--- src/rtl/demux_rr_dispatcher.sv ---
// Round-robin dispatcher feeding a 1:4 demux: accepts one bit at a time and
// holds data/channel on i/s for HOLD_CYCLES cycles on the next enabled channel.
//
// state     | meaning
// ST_IDLE   | waiting for a bit; i = 0, s keeps the last dispatched channel
// ST_DRIVE  | latched bit on i, latched channel on s, hold counter running
module demux_rr_dispatcher #(
    parameter int HOLD_CYCLES = 2,
    parameter int CNT_W       = 16
) (
    input  logic             clk,
    input  logic             rst_n,
    input  logic             in_valid,
    input  logic             in_bit,
    output logic             in_ready,
    input  logic [3:0]       ch_en,
    output logic             i,
    output logic [1:0]       s,
    output logic             busy,
    output logic [CNT_W-1:0] disp_cnt
);

    typedef enum logic {
        ST_IDLE  = 1'b0,
        ST_DRIVE = 1'b1
    } state_t;

    localparam logic [7:0] HOLD_LOAD = 8'(HOLD_CYCLES - 1);

    state_t     state_q;
    state_t     state_d;
    logic [7:0] hold_q;
    logic [1:0] last_ch_q;
    logic [1:0] target;
    logic [1:0] cand;
    logic       found;
    logic       accept;

    // rst_n gates in_ready so nothing is offered or accepted while held in reset
    assign in_ready = rst_n && (state_q == ST_IDLE) && (ch_en != 4'b0000);
    assign accept   = in_valid && in_ready;
    assign busy     = (state_q == ST_DRIVE);

    always_comb begin
        target = last_ch_q;
        cand   = last_ch_q;
        found  = 1'b0;
        for (int k = 1; k <= 4; k++) begin
            cand = last_ch_q + 2'(k);
            if (!found && ch_en[cand]) begin
                target = cand;
                found  = 1'b1;
            end
        end
    end

    always_ff @(posedge clk or negedge rst_n) begin
        if (!rst_n) begin
            state_q <= ST_IDLE;
        end else begin
            state_q <= state_d;
        end
    end

    always_comb begin
        state_d = state_q;
        case (state_q)
            ST_IDLE:  if (accept) state_d = ST_DRIVE;
            ST_DRIVE: if (hold_q == 8'd0) state_d = ST_IDLE;
            default:  state_d = ST_IDLE;
        endcase
    end

    always_ff @(posedge clk or negedge rst_n) begin
        if (!rst_n) begin
            i         <= 1'b0;
            s         <= 2'b00;
            last_ch_q <= 2'd3;
            hold_q    <= 8'd0;
            disp_cnt  <= '0;
        end else if (accept) begin
            i         <= in_bit;
            s         <= target;
            last_ch_q <= target;
            hold_q    <= HOLD_LOAD;
            disp_cnt  <= disp_cnt + CNT_W'(1);
        end else if (state_q == ST_DRIVE) begin
            // s is left alone on the way out so the demux only sees i fall
            if (hold_q == 8'd0) begin
                i <= 1'b0;
            end else begin
                hold_q <= hold_q - 8'd1;
            end
        end
    end

endmodule

--- config.mk ---
export PLATFORM = sky130hd
export DESIGN_NAME = demux_rr_dispatcher
export DESIGN_NICKNAME = d
export VERILOG_FILES = /design/src/rtl/demux_rr_dispatcher.sv
export SDC_FILE = /design/constraint.sdc
export NUM_CORES = 1
export LEC_CHECK = 0
export CAP_MARGIN = 20
export CELL_PAD_IN_SITES_DETAIL_PLACEMENT = 0
export CELL_PAD_IN_SITES_GLOBAL_PLACEMENT = 2
export CORE_AREA = 2 2 69 71
export CTS_BUF_LIST = sky130_fd_sc_hd__clkbuf_4 sky130_fd_sc_hd__clkbuf_8 sky130_fd_sc_hd__clkbuf_16
export DETAILED_ROUTE_END_ITERATION = 10
export DIE_AREA = 0 0 71 73
export HOLD_SLACK_MARGIN = 0.02
export PLACE_DENSITY = 0.79
export SETUP_SLACK_MARGIN = 0.02
export SLEW_MARGIN = 40
export SYNTH_ARGS = -nofsm -noshare
export SYNTH_HDL_FRONTEND = slang
export SYNTH_SLANG_ARGS = --single-unit
--- constraint.sdc ---
create_clock -name clk -period 5 [get_ports clk]
set_input_delay 1 -clock clk [delete_from_list [all_inputs] [get_ports clk]]
set_output_delay 1 -clock clk [all_outputs]
set_load 0.05 [all_outputs]
Word level (Yosys, flattened, before mapping) --
Cells that the tools add are included.
Word-level totals: output and inout port bits 21, bits in registers 30, logic and storage cells 56
Cells by class: reduce and logical (&&, ||, !) cells 15, bitwise operators 1, mux-type cells 24, equal/unequal tests 1, add/sub/neg operators 5, magnitude comparators 4
Operator list (count):
- 8-bit 2-to-1 mux | 3
- 16-bit by 1-bit adder with 16-bit output (second input constant) | 1
- 2-bit by 3-bit less-than comparator with 1-bit output (second input constant) | 4
- 1-bit 2-to-1 mux | 12
- 1-bit binary-select mux with 2-bit select | 4
- 8-bit logical NOT | 1
- 2-bit 2-to-1 mux | 4
- 8-bit by 1-bit subtractor with 8-bit output (second input constant) | 1
- 1-bit logical AND | 6
- 2-bit adder (second input constant) | 2
- 2-bit AND reduction | 2
- 2-bit nonzero test | 2
- 4-bit nonzero test | 1
- 1-bit logical NOT | 3
- 2-bit by 1-bit adder with 2-bit output (second input constant) | 1
- 2-bit != test (second input constant) | 1
- 1-bit case mux with 2 select lines | 1
- 1-bit inverter | 1

Logic depth before layout (Yosys ltp) --
Gate-level depths: netlist of run 1.
depth in word-level cells 13, gate-level depth with buffers 7

Worst setup path after synthesis of run 1 --
No wires, ideal clock.
kind input -> output, start input port ch_en[1], end output port in_ready, arrival time 2230 ps, stages on the path 2, data required time 4000 ps, path slack 1770 ps, cells stage by stage nor4_1 -> nor3b_1
On the way: longest elaborated chain between the ends 2
RTL lines:
- start: declaration | RTL line 16 | input logic [3:0] ch_en,
- 4-bit nonzero test | RTL line 40 | assign in_ready = rst_n && (state_q == ST_IDLE) && (ch_en != 4'b0000);
- 1-bit logical AND | RTL line 40
- end: declaration | RTL line 15 | output logic in_ready,
No other way between the ends.

Worst setup path after layout of run 1 --
Ends and elaborated chain as after synthesis.

==> results of run 1 <==
[registers in the layout, summed over array words and instances, names as in the netlist]
signal,count
busy,1
disp_cnt,16
last_ch_q,2
i,1
hold_q,8
s,2
[cell families (layout without fill, tap and decap cells)]
group,Yosys count,after routing,synth area share (%)
and+or+nand+nor,57,57,21.1
DFF,30,30,52.3
AOI/OAI and AO/OA,22,22,10.3
xor gates and xnor gates,15,15,9.13
buffers and inverters,11,44,3.04
adders and majority gates,3,3,2.61
muxes,2,2,1.39
[placed cells by master (no fill, tap or decap), types with 4 or more instances in the layout]
master                            count
sky130_fd_sc_hd__dfrtp_1             28
sky130_fd_sc_hd__clkdlybuf4s50_1     28
sky130_fd_sc_hd__nand2_1             18
sky130_fd_sc_hd__xnor2_1             14
sky130_fd_sc_hd__nand3_1              9
sky130_fd_sc_hd__inv_1                7
sky130_fd_sc_hd__clkbuf_8             6
sky130_fd_sc_hd__o21ai_0              5
sky130_fd_sc_hd__nand4_1              5
sky130_fd_sc_hd__nor2_1               4
sky130_fd_sc_hd__a21oi_1              4
[power by group]
part,internal [W],switching [W]
Sequential,0.000308,0.0000624
Clock,0.000168,0.0000857
Combinational,0.000126,0.000179
[per-layer routing]
metal	up-vias	part of all wire, %	track usage, %
met5	-	0	0
met4	0	1.9	6.29
met3	5	3.8	4.01
met2	18	47	18.8
met1	542	47	16.0
li1	564	-	-
[stage by stage]
step                      total power [W]  hold WS [ns]  util, %
after floorplan                  0.000585         0.461        -
after global placement           0.000671         0.462     39.2
after detailed placement         0.000682         0.469     39.3
after CTS                        0.000940         0.477     41.9
after global routing             0.000992         0.512     42.1
final                            0.000929         0.474     42.1
[critical path, delay by kind of cell]
| family | cells | cell delay (ns) |
|---|---|---|
| buffers and inverters | 2 | 1.21 |
| AND/OR/NAND/NOR | 2 | 0.69 |
[final cells by class]
type                       instances  area share [%]
sequential                        30            39.5
multi-input combinational         99            34.2
timing repair buffer              29            15.1
clock buffer                       7            4.72
tap                               54            3.54
clock inverter                     1            1.57
inverter                           7            1.38
[synth_stat cells, types with 3 or more instances]
cell type                  count
sky130_fd_sc_hd__a21oi_1       4
sky130_fd_sc_hd__dfrtp_1      28
sky130_fd_sc_hd__ha_1          3
sky130_fd_sc_hd__inv_1         7
sky130_fd_sc_hd__nand2_1      18
sky130_fd_sc_hd__nand2b_1      3
sky130_fd_sc_hd__nand3_1       9
sky130_fd_sc_hd__nand4_1       5
sky130_fd_sc_hd__nor2_1        4
sky130_fd_sc_hd__nor3_1        4
sky130_fd_sc_hd__o21ai_0       5
sky130_fd_sc_hd__xnor2_1      14
[worst max-delay path by stage]
stage / startpoint / to / depth (start not counted)
after floorplan: ch_en[1] / in_ready / 2
after global placement: ch_en[1] / in_ready / 4
after detailed placement: ch_en[1] / in_ready / 4
after CTS: ch_en[0] / in_ready / 4
after global routing: ch_en[1] / in_ready / 4
final: ch_en[1] / in_ready / 4
==> summary.txt, run 1 <==
Tmin final - 3.90 ns
Vert. Die Dim - 73 µm
critical-path cell list - clkdlybuf4s50_1 > nor4_2 > nor3b_1 > clkdlybuf4s50_1
Hold Violations, Final - 0
critical path fanouts, max - 5
final-report setup violation count - 0
iteration count of the initial detailed-routing pass - 4
CTS H-tree depth - 2
placed standard-cell area - 1780 µm²
transition time at the pin with the least slew margin - 0.715 ns
total power divided by cell area - 487 nW/µm²
Placer Congestion - 0.806
placed insts - 219
number of routed nets with antenna violations - 0
final non-filler cell total - 227
Storage cell area - 753 µm²
Static Leakage - 0.804 nW
master cell of the clock root buffer - sky130_fd_sc_hd__clkbuf_8
total wire length after detailed routing - 3.04 mm
syn nets - 151
library cell with the largest summed area after synthesis - sky130_fd_sc_hd__dfrtp_1
fraction of the yosys area taken by sequential cells - 52.3%
kind of launch point of the worst setup path - input pin
DRC - 0
total of flip-flops plus latches after synthesis - 30
ratio of routed vias to standard cells - 4.97
syn avg cell area - 10.3 µm²
number of fillers in the final layout - 418
post-route cell area - 1910 µm²
clock slew at reported path FFs - 0.06 ns
average wire per standard cell - 13.4 µm
max-capacitance violation count - 0
PortBufs - 28
critical path endpoint category - output pin
# rows - 25
quantity of hold-fixing buffers added after cts - 0
die boundary width - 71 µm
fraction of final layout cells with drive strength greater than 1 - 9.83%
highest cell delay on the worst timing path - 0.73 ns
Synth warnings - 0
Clk Latency, worst-skew pair - 0.28 ns
area of the core - 4540 µm²
number of global-route vias before repair - 1033
pin count of the biggest net entering global routing - 32
total area of multi-input combinational cells - 653 µm²
Most common cell on crit path - sky130_fd_sc_hd__clkdlybuf4s50_1
antenna violations before repair - 0
number of enable flip-flop cells after synthesis - 0
count of cell types in the netlist - 40
Nets - 183
gate count after technology mapping - 140
largest cells by area after synthesis - sky130_fd_sc_hd__dfrtp_1 (49%), sky130_fd_sc_hd__xnor2_1 (8.5%), sky130_fd_sc_hd__nand2_1 (4.7%)
violation count after the first detailed-route iteration - 61
final critical-path share of the clock period - 78.1%
most used flip-flop cell after synthesis - sky130_fd_sc_hd__dfrtp_1
maximum clock frequency - 256 MHz
hold path startpoint - disp_cnt[15]$_DFFE_PN0N_
ANT cells - 0
reg2reg end - hold_q[0]$_DFFE_PN0P_
data required time of the worst path - 4.00 ns
arrival time at the worst endpoint - 2.90 ns
worst-case clock buffer depth - 2
startpoint of the worst register-to-register path - hold_q[4]$_DFFE_PN0P_
Sum Neg Setup Slack - 0 ns
Total Routing Usage GR - 12.4%
Remaining Overflow, GRT - 0
initial core utilization - 31.7%
skew final - 0.0105 ns
post-cts resize count - 0
max-slew headroom at the worst pin - 52.2%
area of the die - 5180 µm²
type of the most critical hold path - reg2reg
worst r2r path cells - 4
area added between synthesis and finish - 32.6%
CTS tree - done
setup ws final - 1.10 ns
share of synthesized flip-flops with an asynchronous set or reset - 100%
share of Yosys cell area claimed by the top area cell type - 48.7%
worst hold path cell count - 1
Clock Sinks - 30
half-perimeter wire length after detailed placement - 2.19 mm
final max-slew violation count - 0
wire length of the first global-routing pass - 4.89 mm
post-CTS setup buffers - 0
top-level I/O count - 29
Setup CP Type - in2out
end point of the most critical hold path - disp_cnt[15]$_DFFE_PN0N_
RSZ-0062 raised after global routing - false
total via count in the routed design - 1129
Worst IR Drop VDD - 0.000188 V
register-to-register path setup slack - 3.13 ns
library cell contributing the largest single delay on the critical path - sky130_fd_sc_hd__clkdlybuf4s50_1
Syn Std Cell Area - 1440 µm²
run status - finished, final reports clean
CTS Buf Count - 5
Setup Slack @ Placement - 0.893 ns
No activity file was read; power rests on OpenSTA's default activity.
==> run 2: changes to the inputs <==
Settings changed: CORE_AREA 2 2 69 71 to 2 2 75 77, DIE_AREA 0 0 71 73 to 0 0 77 79, PLACE_DENSITY 0.79 to 0.71.
Clock period 5 ns to 3.2 ns, I/O delays scaled along.
==> run 2 against run 1 <==
Against the previous run: global-route usage down 0.089 points; clock power up 27%; first-iteration DRC count down 11%; non-clock buffer count up 1; combinational power up 60%.
==> summary.txt, run 2 (synthesized netlist as in run 1, its figures left out) <==
quantity of hold-fixing buffers added after cts - 0
startpoint of the worst register-to-register path - busy$_DFF_PN0_
top-level I/O count - 29
CTS tree - done
Clk pwr share - 23.1%
critical-path cell list - clkdlybuf4s50_1 > nor4_2 > nor3b_1 > buf_12
violation count after the first detailed-route iteration - 54
buffers plus inverters on the worst setup path - 2
setup ws final - 0.447 ns
Worst IR Drop VDD - 0.000268 V
number of routed nets with antenna violations - 0
Hold Violations, Final - 0
master cell of the clock root buffer - sky130_fd_sc_hd__clkbuf_8
highest cell delay on the worst timing path - 0.62 ns
Static Leakage - 0.798 nW
Tmin final - 2.75 ns
most frequent standard cell in the layout excluding fill and tap cells - sky130_fd_sc_hd__dfrtp_1
Remaining Overflow, GRT - 0
wire length of the first global-routing pass - 5.91 mm
number of global-route vias before repair - 1231
Vert. Die Dim - 79 µm
post-cts resize count - 0
# rows - 27
antenna violations before repair - 0
Reg with most FFs - disp_cnt
area added between synthesis and finish - 33.8%
Clk Latency, worst-skew pair - 0.28 ns
total wire length after detailed routing - 3.27 mm
type of the most critical hold path - reg2reg
PortBufs - 28
commonest cells after routing, fill and taps aside - sky130_fd_sc_hd__dfrtp_1 (28), sky130_fd_sc_hd__clkdlybuf4s50_1 (27), sky130_fd_sc_hd__nand2_1 (18)
kind of launch point of the worst setup path - input pin
worst-case clock buffer depth - 2
worst hold path cell count - 1
Setup Slack @ Placement - 0.449 ns
RSZ-0062 raised after global routing - false
max-slew headroom at the worst pin - 45.7%
Clock Sinks - 30
internal power contribution - 0.000856 W
final max-slew violation count - 0
post-CTS setup buffers - 0
maximum clock frequency - 363 MHz
total routed wire length on the met1 layer - 1.51 mm
Sum Neg Setup Slack - 0 ns
CTS Buf Count - 5
arrival time at the worst endpoint - 2.11 ns
total power divided by cell area - 722 nW/µm²
transition time at the pin with the least slew margin - 0.808 ns
clock slew at reported path FFs - 0.06 ns
worst r2r path cells - 4
DRC - 0
Highest Signal Layer - met4
placed insts - 238
Placer Congestion - 0.743
library cell contributing the largest single delay on the critical path - sky130_fd_sc_hd__nor4_2
Nets - 184
skew final - 0.00629 ns
Hold Worst Slack - 0.470 ns
register-to-register path setup slack - 1.27 ns
fraction of final layout cells with drive strength greater than 1 - 11.5%
Total Routing Usage GR - 12.3%
run status - finished, final reports clean
flip-flop count of the largest register after layout - 16
net switching power - 0.000534 W
critical path fanouts, max - 5
dominant delay contributor by cell family on the critical path - simple AND/OR/NAND/NOR gates
pin count of the biggest net entering global routing - 21
overall power consumption - 0.00139 W
share of total power in combinational logic - 35.1%
die boundary width - 77 µm
area of the core - 5340 µm²
Top Registers - disp_cnt (16), hold_q (8)
final critical-path share of the clock period - 86.0%
hold path startpoint - disp_cnt[15]$_DFFE_PN0N_
total via count in the routed design - 1168
CTS H-tree depth - 2
area of the die - 6080 µm²
final-report setup violation count - 0
critical path endpoint category - output pin
ANT cells - 0
data required time of the worst path - 2.56 ns
reg2reg end - disp_cnt[8]$_DFFE_PN0N_
met3 wire len - 131 µm
Sw Share - 38.4%
final non-filler cell total - 246
Setup CP Type - in2out
iteration count of the initial detailed-routing pass - 4
initial core utilization - 27.0%
average wire per standard cell - 13.3 µm
end point of the most critical hold path - disp_cnt[15]$_DFFE_PN0N_
max-capacitance violation count - 0
proportion of power drawn by flip-flops and latches - 41.8%
ratio of routed vias to standard cells - 4.75
met2 wire length - 1.55 mm
half-perimeter wire length after detailed placement - 2.35 mm
## run 2: worst reg2reg max path, stage by stage (launching register included)
cell	delay, ns
sky130_fd_sc_hd__dfrtp_1	0.47
sky130_fd_sc_hd__nand3b_1	0.27
sky130_fd_sc_hd__nor3_1	0.70
sky130_fd_sc_hd__nand3_1	0.19
sky130_fd_sc_hd__xnor2_1	0.17
## run 2: how the worst max path moves through the flow
stage | startpoint | to | slack, ns | cells past startpoint
after floorplan | ch_en[1] | in_ready | 0.69 | 2
after global placement | ch_en[1] | in_ready | 0.28 | 4
after detailed placement | ch_en[1] | in_ready | 0.45 | 4
after CTS | ch_en[1] | in_ready | 0.43 | 4
after global routing | ch_en[1] | in_ready | 0.29 | 4
final | ch_en[1] | in_ready | 0.45 | 4
## run 2: power groups by stage
stage / Clock, W / Sequential (W) / Combinational, W
2_1_floorplan: 0 / 0.000660 / 0.000254
3_3_place_gp: 0 / 0.000582 / 0.000478
3_5_place_dp: 0 / 0.000585 / 0.000492
4_1_cts: 0.000333 / 0.000579 / 0.000493
5_1_grt: 0.000350 / 0.000598 / 0.000545
6_report: 0.000321 / 0.000581 / 0.000488
## run 2: metal layers
layer,vias to the layer above,global-route usage [%]
met1,574,14.6
met5,-,0
met2,31,20.7
met3,6,3.30
li1,557,-
met4,0,6.07
## run 2: per-stage QoR
step / cell area (µm²) / util (%)
5_1_grt: 1930 / 36.1
4_1_cts: 1920 / 36.0
6_report: 1930 / 36.1
2_1_floorplan: 1440 / -
3_3_place_gp: 1820 / 34.0
3_5_place_dp: 1830 / 34.2
## run 2: area by class of cell
cell class	count	area, µm²
Sequential cell	30	753
Timing Repair Buffer	30	305
Multi-Input combinational cell	99	656
Tap cell	72	90.1
Fill cell	565	3410
Inverter	7	26.3
Clock inverter	2	12.5
Clock buffer	6	82.6
